`config.mk`:
```
export PLATFORM = sky130hd
export DESIGN_NAME = mem_word_transform
export DESIGN_NICKNAME = d
export VERILOG_FILES = /design/src/rtl/mem_word_transform.sv
export SDC_FILE = /design/constraint.sdc
export NUM_CORES = 1
export LEC_CHECK = 0
export CAP_MARGIN = 20
export CORE_UTILIZATION = 50
export CTS_CLUSTER_DIAMETER = 120
export DETAILED_ROUTE_END_ITERATION = 16
export GPL_TIMING_DRIVEN = 0
export PLACE_DENSITY_LB_ADDON = 0.12
export SETUP_SLACK_MARGIN = 0.1
export SLEW_MARGIN = 5
export SYNTH_ARGS = -nofsm -noshare
export SYNTH_HDL_FRONTEND = slang
export SYNTH_SLANG_ARGS = --single-unit
```
`constraint.sdc`:
```
create_clock -name clk -period 2.9 [get_ports clk]
set_input_delay 0.58 -clock clk [delete_from_list [all_inputs] [get_ports clk]]
set_output_delay 0.58 -clock clk [all_outputs]
set_load 0.01 [all_outputs]
```
`src/rtl/mem_word_transform.sv`:
```
// Memory-to-memory word transform engine: streams ceil(size/BYTES) words from src to dst
// through a single-port synchronous RAM, applying rotate / byte-reverse / copy per word.
module mem_word_transform #(
    parameter int unsigned DATA_WIDTH   = 32,
    parameter int unsigned ADDR_WIDTH   = 16,
    parameter int unsigned READ_LATENCY = 1,
    localparam int unsigned BYTES       = DATA_WIDTH / 8,
    localparam int unsigned ROT_W       = $clog2(BYTES)
) (
    input  logic                  clk,
    input  logic                  reset_n,
    input  logic                  start,
    input  logic [31:0]           message_addr,
    input  logic [31:0]           output_addr,
    input  logic [31:0]           size,
    input  logic [1:0]            mode,
    input  logic [ROT_W-1:0]      rot_bytes,
    output logic                  busy,
    output logic                  done,
    output logic                  mem_clk,
    output logic                  mem_we,
    output logic [ADDR_WIDTH-1:0] mem_addr,
    output logic [DATA_WIDTH-1:0] mem_write_data,
    input  logic [DATA_WIDTH-1:0] mem_read_data
);

    typedef enum logic [2:0] {S_IDLE, S_RD, S_WAIT, S_WR, S_FIN} state_e;

    state_e                state_q, state_d;
    logic                  busy_q, busy_d;
    logic                  done_q, done_d;
    logic                  we_q, we_d;
    logic [ADDR_WIDTH-1:0] addr_q, addr_d;
    logic [DATA_WIDTH-1:0] wdata_q, wdata_d;
    logic [31:0]           i_q, i_d;
    logic [2:0]            wcnt_q, wcnt_d;
    logic [ADDR_WIDTH-1:0] src_q, src_d;
    logic [ADDR_WIDTH-1:0] dst_q, dst_d;
    logic [1:0]            mode_q, mode_d;
    logic [ROT_W-1:0]      rot_q, rot_d;
    logic [31:0]           nwords_q, nwords_d;
    logic [32:0]           nwords_full;
    logic                  unused_addr_hi;

    // Only the low ADDR_WIDTH address bits address the RAM.
    assign unused_addr_hi = ^{message_addr[31:ADDR_WIDTH], output_addr[31:ADDR_WIDTH]};

    // 33-bit word count so size near 2^32 cannot overflow the round-up.
    assign nwords_full = (33'(size) + 33'(BYTES - 1)) / 33'(BYTES);

    function automatic logic [DATA_WIDTH-1:0] xform(input logic [DATA_WIDTH-1:0] din,
                                                    input logic [1:0]            m,
                                                    input logic [ROT_W-1:0]      k);
        logic [2*DATA_WIDTH-1:0] dbl;
        logic [DATA_WIDTH-1:0]   dout;
        dbl  = '0;
        dout = din;
        case (m)
            2'b00: begin
                dbl  = {din, din} << (8 * k);
                dout = dbl[2*DATA_WIDTH-1 -: DATA_WIDTH];
            end
            2'b01: begin
                dbl  = {din, din} >> (8 * k);
                dout = dbl[DATA_WIDTH-1:0];
            end
            2'b10: begin
                for (int j = 0; j < int'(BYTES); j++) begin
                    dout[8*j +: 8] = din[8*(int'(BYTES)-1-j) +: 8];
                end
            end
            default: dout = din;
        endcase
        return dout;
    endfunction

    // Next-state and registered-output logic.
    always_comb begin
        state_d  = state_q;
        busy_d   = busy_q;
        done_d   = done_q;
        we_d     = 1'b0;
        addr_d   = addr_q;
        wdata_d  = wdata_q;
        i_d      = i_q;
        wcnt_d   = wcnt_q;
        src_d    = src_q;
        dst_d    = dst_q;
        mode_d   = mode_q;
        rot_d    = rot_q;
        nwords_d = nwords_q;
        case (state_q)
            S_IDLE: begin
                if (start) begin
                    src_d    = message_addr[ADDR_WIDTH-1:0];
                    dst_d    = output_addr[ADDR_WIDTH-1:0];
                    mode_d   = mode;
                    rot_d    = rot_bytes;
                    nwords_d = 32'(nwords_full);
                    busy_d   = 1'b1;
                    done_d   = 1'b0;
                    i_d      = '0;
                    wcnt_d   = '0;
                    if (nwords_d == 32'd0) begin
                        state_d = S_FIN;
                    end else begin
                        state_d = S_RD;
                        addr_d  = message_addr[ADDR_WIDTH-1:0];
                    end
                end
            end
            S_RD: begin
                state_d = S_WAIT;
                wcnt_d  = '0;
            end
            S_WAIT: begin
                if (wcnt_q == 3'(READ_LATENCY - 1)) begin
                    state_d = S_WR;
                    we_d    = 1'b1;
                    addr_d  = dst_q + ADDR_WIDTH'(i_q);
                    wdata_d = xform(mem_read_data, mode_q, rot_q);
                end else begin
                    wcnt_d = wcnt_q + 3'd1;
                end
            end
            S_WR: begin
                i_d = i_q + 32'd1;
                if (33'(i_q) + 33'd1 == 33'(nwords_q)) begin
                    state_d = S_FIN;
                end else begin
                    state_d = S_RD;
                    addr_d  = src_q + ADDR_WIDTH'(i_d);
                end
            end
            S_FIN: begin
                done_d  = 1'b1;
                busy_d  = 1'b0;
                state_d = S_IDLE;
            end
            default: state_d = S_IDLE;
        endcase
    end

    always_ff @(posedge clk or negedge reset_n) begin
        if (!reset_n) begin
            state_q  <= S_IDLE;
            busy_q   <= 1'b0;
            done_q   <= 1'b0;
            we_q     <= 1'b0;
            addr_q   <= '0;
            wdata_q  <= '0;
            i_q      <= '0;
            wcnt_q   <= '0;
            src_q    <= '0;
            dst_q    <= '0;
            mode_q   <= '0;
            rot_q    <= '0;
            nwords_q <= '0;
        end else begin
            state_q  <= state_d;
            busy_q   <= busy_d;
            done_q   <= done_d;
            we_q     <= we_d;
            addr_q   <= addr_d;
            wdata_q  <= wdata_d;
            i_q      <= i_d;
            wcnt_q   <= wcnt_d;
            src_q    <= src_d;
            dst_q    <= dst_d;
            mode_q   <= mode_d;
            rot_q    <= rot_d;
            nwords_q <= nwords_d;
        end
    end

    assign busy           = busy_q;
    assign done           = done_q;
    assign mem_clk        = clk;
    assign mem_we         = we_q;
    assign mem_addr       = addr_q;
    assign mem_write_data = wdata_q;

endmodule

```
==> results.md, run 1 <==
- Leak: 6.50 nW
- ANT nets after route: 0
- Worst EP arrival: 3.76 ns
- DP Area: approximately 14,000 µm²
- Final-stage net count: 1,859
- DRT Pass-1 Iters: 7
- Max frequency: 0.302 GHz
- Final WL: 39,300 µm
- Share of layout cells above drive strength 1: 0.162
- DP Worst Slack: -1.92 ns
- Initial core utilization: 0.515
- Area contributors post-synth: dfrtp_1 (33%), nand2_1 (10%), o21ai_0 (5.7%)
- Worst setup SP type: register
- Leading area contributor after synthesis: dfrtp_1
- Worst path cell trace: buf_6, ha_4, fa_2, a211o_1, a2111oi_4, o31ai_4, o41ai_4, o21bai_1, a21oi_2, xnor2_1, a222oi_1, o31ai_1
- IO Port Bufs: 151
- Worst Tran Pin Value: 0.823 ns
- Crit Path Class: register to register
- Rel. slew slack: 0.451
- Clk_lat worst skew: 0.56 ns
- Final WS setup: -0.410 ns
- YS warnings: 0
- Die Ht: 155 µm
- Core footprint: 22,800 µm²
- Via count: 12,100
- Pwr dens: 940 nW/µm²
- Clock-pin slew on the worst setup and hold paths: 0.07 ns
- Status: complete, but fails checks
- CP max-delay cell: a2111oi_4
- Clock Skews: 0.0128 ns
- Post-DP HPWL: 28,000 µm
- Hold_ws: between 0.4 and 0.5 ns
- RSZ-0062 raised after global routing: yes
- Final hold viol count: 0
- Final Instance Area: between 15,000 and 20,000 µm²
- Vias in the first global route: 11,300
- Average cell area after synthesis: 8.08 µm²
- Syn_nets: 1,626
- Total power: 0.0145 W
- Synth-to-Final Area Change: 31.5%
- Failing checks: setup timing
- Max Slew Vio Count: 0
- Pin count of the biggest net entering global routing: 92
- Worst Setup End Kind: register
- Die width: 155 µm
- Endpoints failing setup: 18
- Distinct cells, synth: 77
- CP required: approximately 3.4 ns
- Maximum vdd drop: roughly 0.45 mV
- Worst reg-to-reg path cell count: 12
- Min Tclk post-route: 3.31 ns
- Initial antenna violation count: 0
- Yosys top cell area share: 0.332
- Asr flop ratio synth: 1.00
- Post-synth EDFFs: 0
- Diode count: 0
- #FFs+latches synth: between 150 and 200
- Final routed DRC violation total: 0
- First-pass GRT wire length: between 60,000 and 70,000 µm
- Total GRT Usage: 0.330
- Register area share after synthesis: 0.332
- Via density: between 6 and 7
- CTS tree: done
- Most frequent cells in the layout: nand2_1 (317), dfrtp_1 (152), clkdlybuf4s50_1 (135)
- Max-cap violation count: 0
- Cells after Synth: approximately 1,500
- Synth Cell Area: 11,800 µm²
- Hold depth: 2
- Final period util: 1.14
- Die area: 24,100 µm²
- CP Max Fanout: 3
- Row count: 55
- Placer Congestion: 0.975
- Io pins: 187
- Iter 0 DRT Violations: between 1,000 and 1,500
- Worst stage delay on the critical path: 0.46 ns
- WL/cell: 19.5 µm
- Total negative slack: -5.96 ns
- Grt ovf: 0
- Commonest non-fill, non-tap cell in the layout: nand2_1
- Worst min path class: register to register
- Main synth FF type: dfrtp_1
==> area by class of cell <==
type | instances | area, µm²
plain buffers | 104 | 537
repair buffers | 211 | 2030
clock inverters | 15 | 156
fillers | 1991 | 7390
flip-flops and latches | 156 | 3910
clock buffers | 21 | 509
inverters | 32 | 120
well taps | 313 | 392
multi-input cells | 1163 | 7800
==> report_power, final <==
group	internal [W]	leakage (nW)	switching [W]	total [W]
clock network	0.00142	0.333	0.00111	0.00254
logic	0.00356	4.19	0.00476	0.00832
registers	0.00301	1.98	0.000660	0.00367
==> worst max-delay path, delay by kind of cell (launching register included) <==
family | cells | cell delay, ns
AO/OA/AOI/OAI | 8 | 2.01
adder cells (fa/ha/maj) | 2 | 0.56
flip-flops | 1 | 0.41
buffers and inverters | 1 | 0.13
XOR/XNOR | 1 | 0.08
==> worst paths after layout <==
| check | from | to | slack (ns) |
|---|---|---|---|
| worst max-delay path | i_q[0] | mem_addr[14] | -0.41 |
| worst min-delay path | mem_write_data[28] | mem_write_data[28] | 0.48 |
| worst max register to register | i_q[0] | mem_addr[14] | -0.41 |
| worst min register to register | mem_write_data[28] | mem_write_data[28] | 0.48 |
| max in group asynchronous | reset_n | i_q[24] | 1.55 |
| min in group asynchronous | reset_n | mem_addr[7] | 0.52 |
==> state kept, by name (all words and copies together) (netlist names), 2 cells and up <==
signal          flops
i_q                32
state_q             3
dst_q              16
mode_q              2
nwords_q           31
src_q              16
mem_addr           16
mem_write_data     32
wcnt_q              3
rot_q               2
==> cells by family (layout without fill, tap and decap cells) <==
group	Yosys count	after routing	synth area share
simple gates	594	594	0.239
compound gates	379	379	0.208
flops	156	156	0.332
buf+inv	137	383	0.0496
xor+xnor	104	104	0.0814
mux	51	51	0.0509
fa+ha+maj	35	35	0.0385
==> repair_timing <==
item                       in CTS  in global routing
setup endpoints to repair      47                 73
resized for setup              97                 44
buffers inserted               48                 11
hold endpoints to repair       45                  0
hold buffers                    1                  0
cloned                          1                  0
pin swaps                      36                 29
==> through the flow <==
| stage | cells | utilization |
|---|---|---|
| after global routing | 2015 | 0.677 |
| final | 2015 | 0.677 |
| after CTS | 2005 | 0.665 |
| after detailed placement | 1921 | 0.605 |
| after global placement | 1920 | 0.604 |
| after floorplan | 1456 | - |
==> cell usage after synthesis, types with 27 or more instances <==
| master | n |
|---|---|
| inv_1 | 31 |
| nor2b_1 | 37 |
| a211oi_1 | 43 |
| xor2_1 | 34 |
| a21oi_1 | 71 |
| dfrtp_1 | 156 |
| nor2_1 | 59 |
| clkbuf_1 | 80 |
| o21ai_0 | 135 |
| nand2_1 | 324 |
| ha_1 | 33 |
| a311oi_1 | 32 |
| xnor2_1 | 67 |
| mux2_2 | 37 |
| nand3_1 | 36 |
| nor3_1 | 27 |
==> layer usage <==
metal	routed length (µm)	share of wire	global-route usage	vias up
li1	-	-	-	5672
met1	17000	0.43	0.452	5709
met2	17900	0.45	0.516	613
met3	3030	0.077	0.0535	113
met4	1390	0.035	0.143	0
met5	0	0	0	-
Power figures use the tool's default switching activity.
==> inputs of run 2 (changes only) <==
--- a/config.mk
+++ b/config.mk
@@ -11,6 +11,7 @@
 export DETAILED_ROUTE_END_ITERATION = 16
 export GPL_TIMING_DRIVEN = 0
 export PLACE_DENSITY_LB_ADDON = 0.12
+export REMOVE_ABC_BUFFERS = 1
 export SETUP_SLACK_MARGIN = 0.1
 export SLEW_MARGIN = 5
 export SYNTH_ARGS = -nofsm -noshare
==> run 2 against run 1 <==
The run still ends with setup timing left. Non-clock buffer count fell by 74. Power fell by 1.8%. Combinational power fell by 6.7%. Clock power rose by 4%.
==> results.md, run 2 (synthesis gave the netlist of run 1 again) <==
- Status: complete, but fails checks
- Failing checks: setup timing
- Max frequency: 0.317 GHz
- Via count: 11,400
- Diode count: 0
- Post-Route Utilization: 0.670
- Worst min path class: register to register
- Rel. slew slack: 0.378
- Sw Ratio: 0.421
- IO Port Bufs: 154
- Flop pwr share: 0.271
- Power share of the clock group: 0.185
- CP required: 3.33 ns
- Io pins: about 190
- Endpoints failing setup: 17
- Worst Setup End Kind: register
- Share of layout cells above drive strength 1: 0.181
- Max Slew Vio Count: 0
- RSZ-0062 raised after global routing: yes
- Final hold viol count: 0
- Synth-to-Final Area Change: 30.2%
- Worst stage delay on the critical path: 0.47 ns
- Commonest non-fill, non-tap cell in the layout: nand2_1
- Via density: 5.87
- Gate power share: 0.544
- Final WL: 34,900 µm
- Post-DP HPWL: 22,700 µm
- Max-cap violation count: 0
- Final-stage net count: 1,786
- Met1 usage: 0.387
- Maximum vdd drop: 0.467 mV
- WL/cell: 18.0 µm
- Crit Path Class: register to register
- Worst path cell trace: ha_4, buf_4, xor2_4, ha_1, nor2b_2, o31a_1, buf_4, o221a_2, nor2_1, xnor2_1, o21ai_0, o21ai_0, mux2_4
- Die area: 24,100 µm²
- ANT nets after route: 0
- Met3 usage: 0.0554
- Iter 0 DRT Violations: slightly below 900
- Final WS setup: -0.259 ns
- CP max-delay cell: dfrtp_2
- Vias in the first global route: 10,900
- Sw Pwr: roughly 0.0060 W
- Most frequent cells in the layout: nand2_1 (316), clkdlybuf4s50_1 (136), o21ai_0 (132)
- CP Buf/Inv Count: 2
- Clk_lat worst skew: 0.55 ns
- Core footprint: 22,800 µm²
- Total GRT Usage: 0.296
- CP Max Fanout: 6
- Initial core utilization: 0.515
- Min Tclk post-route: 3.16 ns
- Worst Tran Pin Value: roughly 0.93 ns
- Worst setup SP type: register
- Die width: 155 µm
- DP Worst Slack: -1.83 ns
- Clock-pin slew on the worst setup and hold paths: ~0.060 ns
- GR Layer Usage met2: 0.489
- Die Ht: 155 µm
- Pint: ~0.0083 W
- Final routed DRC violation total: 0
- Placer Congestion: between 0.8 and 0.9
- First-pass GRT wire length: 56,500 µm
- DRT Pass-1 Iters: 7
- Clock Skews: 0.00701 ns
- GR peak layer: met2
- Worst EP arrival: between 3 and 4 ns
- Grt ovf: 0
- Initial antenna violation count: 0
- Row count: 55
- Crit path max-delay family: compound AO/OA/AOI/OAI gates
- Final period util: 1.09
- Leak: 6.43 nW
- CTS tree: done
- Pin count of the biggest net entering global routing: between 100 and 150
- Pwr dens: 931 nW/µm²
## run 2: what timing repair did
item / in CTS / in global routing
setup endpoints to repair: 37 / 38
hold buffers: 1 / 0
cloned: 1 / 0
hold endpoints to repair: 51 / 0
resized for setup: 134 / 11
pin swaps: 42 / 11
setup buffers: 67 / 6
## run 2: area by class of cell
cell class              count  area (µm²)
inverters                  32         120
flip-flops and latches    156        3940
clock buffers              23         538
multi-input cells        1164        7760
fillers                  1941        7540
repair buffers            241        2380
clock inverters            12         170
well taps                 313         392
## run 2: path summary, 6_finish.rpt
kind / start / end / slack [ns] / cells past startpoint
setup / recovery: i_q[0] / mem_addr[8] / -0.26 / 13
hold / removal: mem_write_data[30] / mem_write_data[30] / 0.48 / 2
setup reg to reg: i_q[0] / mem_addr[8] / -0.26 / 13
hold reg to reg: mem_write_data[30] / mem_write_data[30] / 0.48 / 2
max in group asynchronous: reset_n / i_q[21] / 1.48 / 3
min in group asynchronous: reset_n / mem_write_data[21] / 0.52 / 2
## run 2: power by group through the flow
stage,registers (W),logic [W],clock network (W)
floorplan,0.00399,0.00418,0
global placement,0.00420,0.00624,0.0000351
detailed placement,0.00389,0.00699,0.0000351
CTS,0.00383,0.00761,0.00267
global route,0.00394,0.00854,0.00275
finish,0.00386,0.00776,0.00264
## run 2: through the flow
step / hold WS (ns) / cells / total power, W / setup TNS [ns] / instance area (µm²)
global route: 0.508 / 1941 / 0.0152 / -5.72 / 15300
finish: 0.478 / 1941 / 0.0143 / -3.58 / 15300
global placement: 0.460 / 1818 / 0.0105 / -1066.59 / 13200
floorplan: 0.284 / 1351 / 0.00817 / -22.51 / 11300
detailed placement: 0.467 / 1831 / 0.0109 / -32.36 / 13500
CTS: 0.483 / 1934 / 0.0141 / -3.03 / 15200
## run 2: worst reg2reg max path, delay by kind of cell (launching register included)
| family | cells | cell delay, ns |
|---|---|---|
| simple gates | 2 | 0.29 |
| buf+inv | 2 | 0.31 |
| fa+ha+maj | 2 | 0.50 |
| flops | 1 | 0.47 |
| xor+xnor | 2 | 0.31 |
| mux | 1 | 0.26 |
| compound gates | 4 | 0.90 |
## run 2: routing by layer
layer	vias up	wire length, µm
met3	60	2380
met5	-	0
met1	5389	15200
met4	0	720
li1	5517	-
met2	432	16500
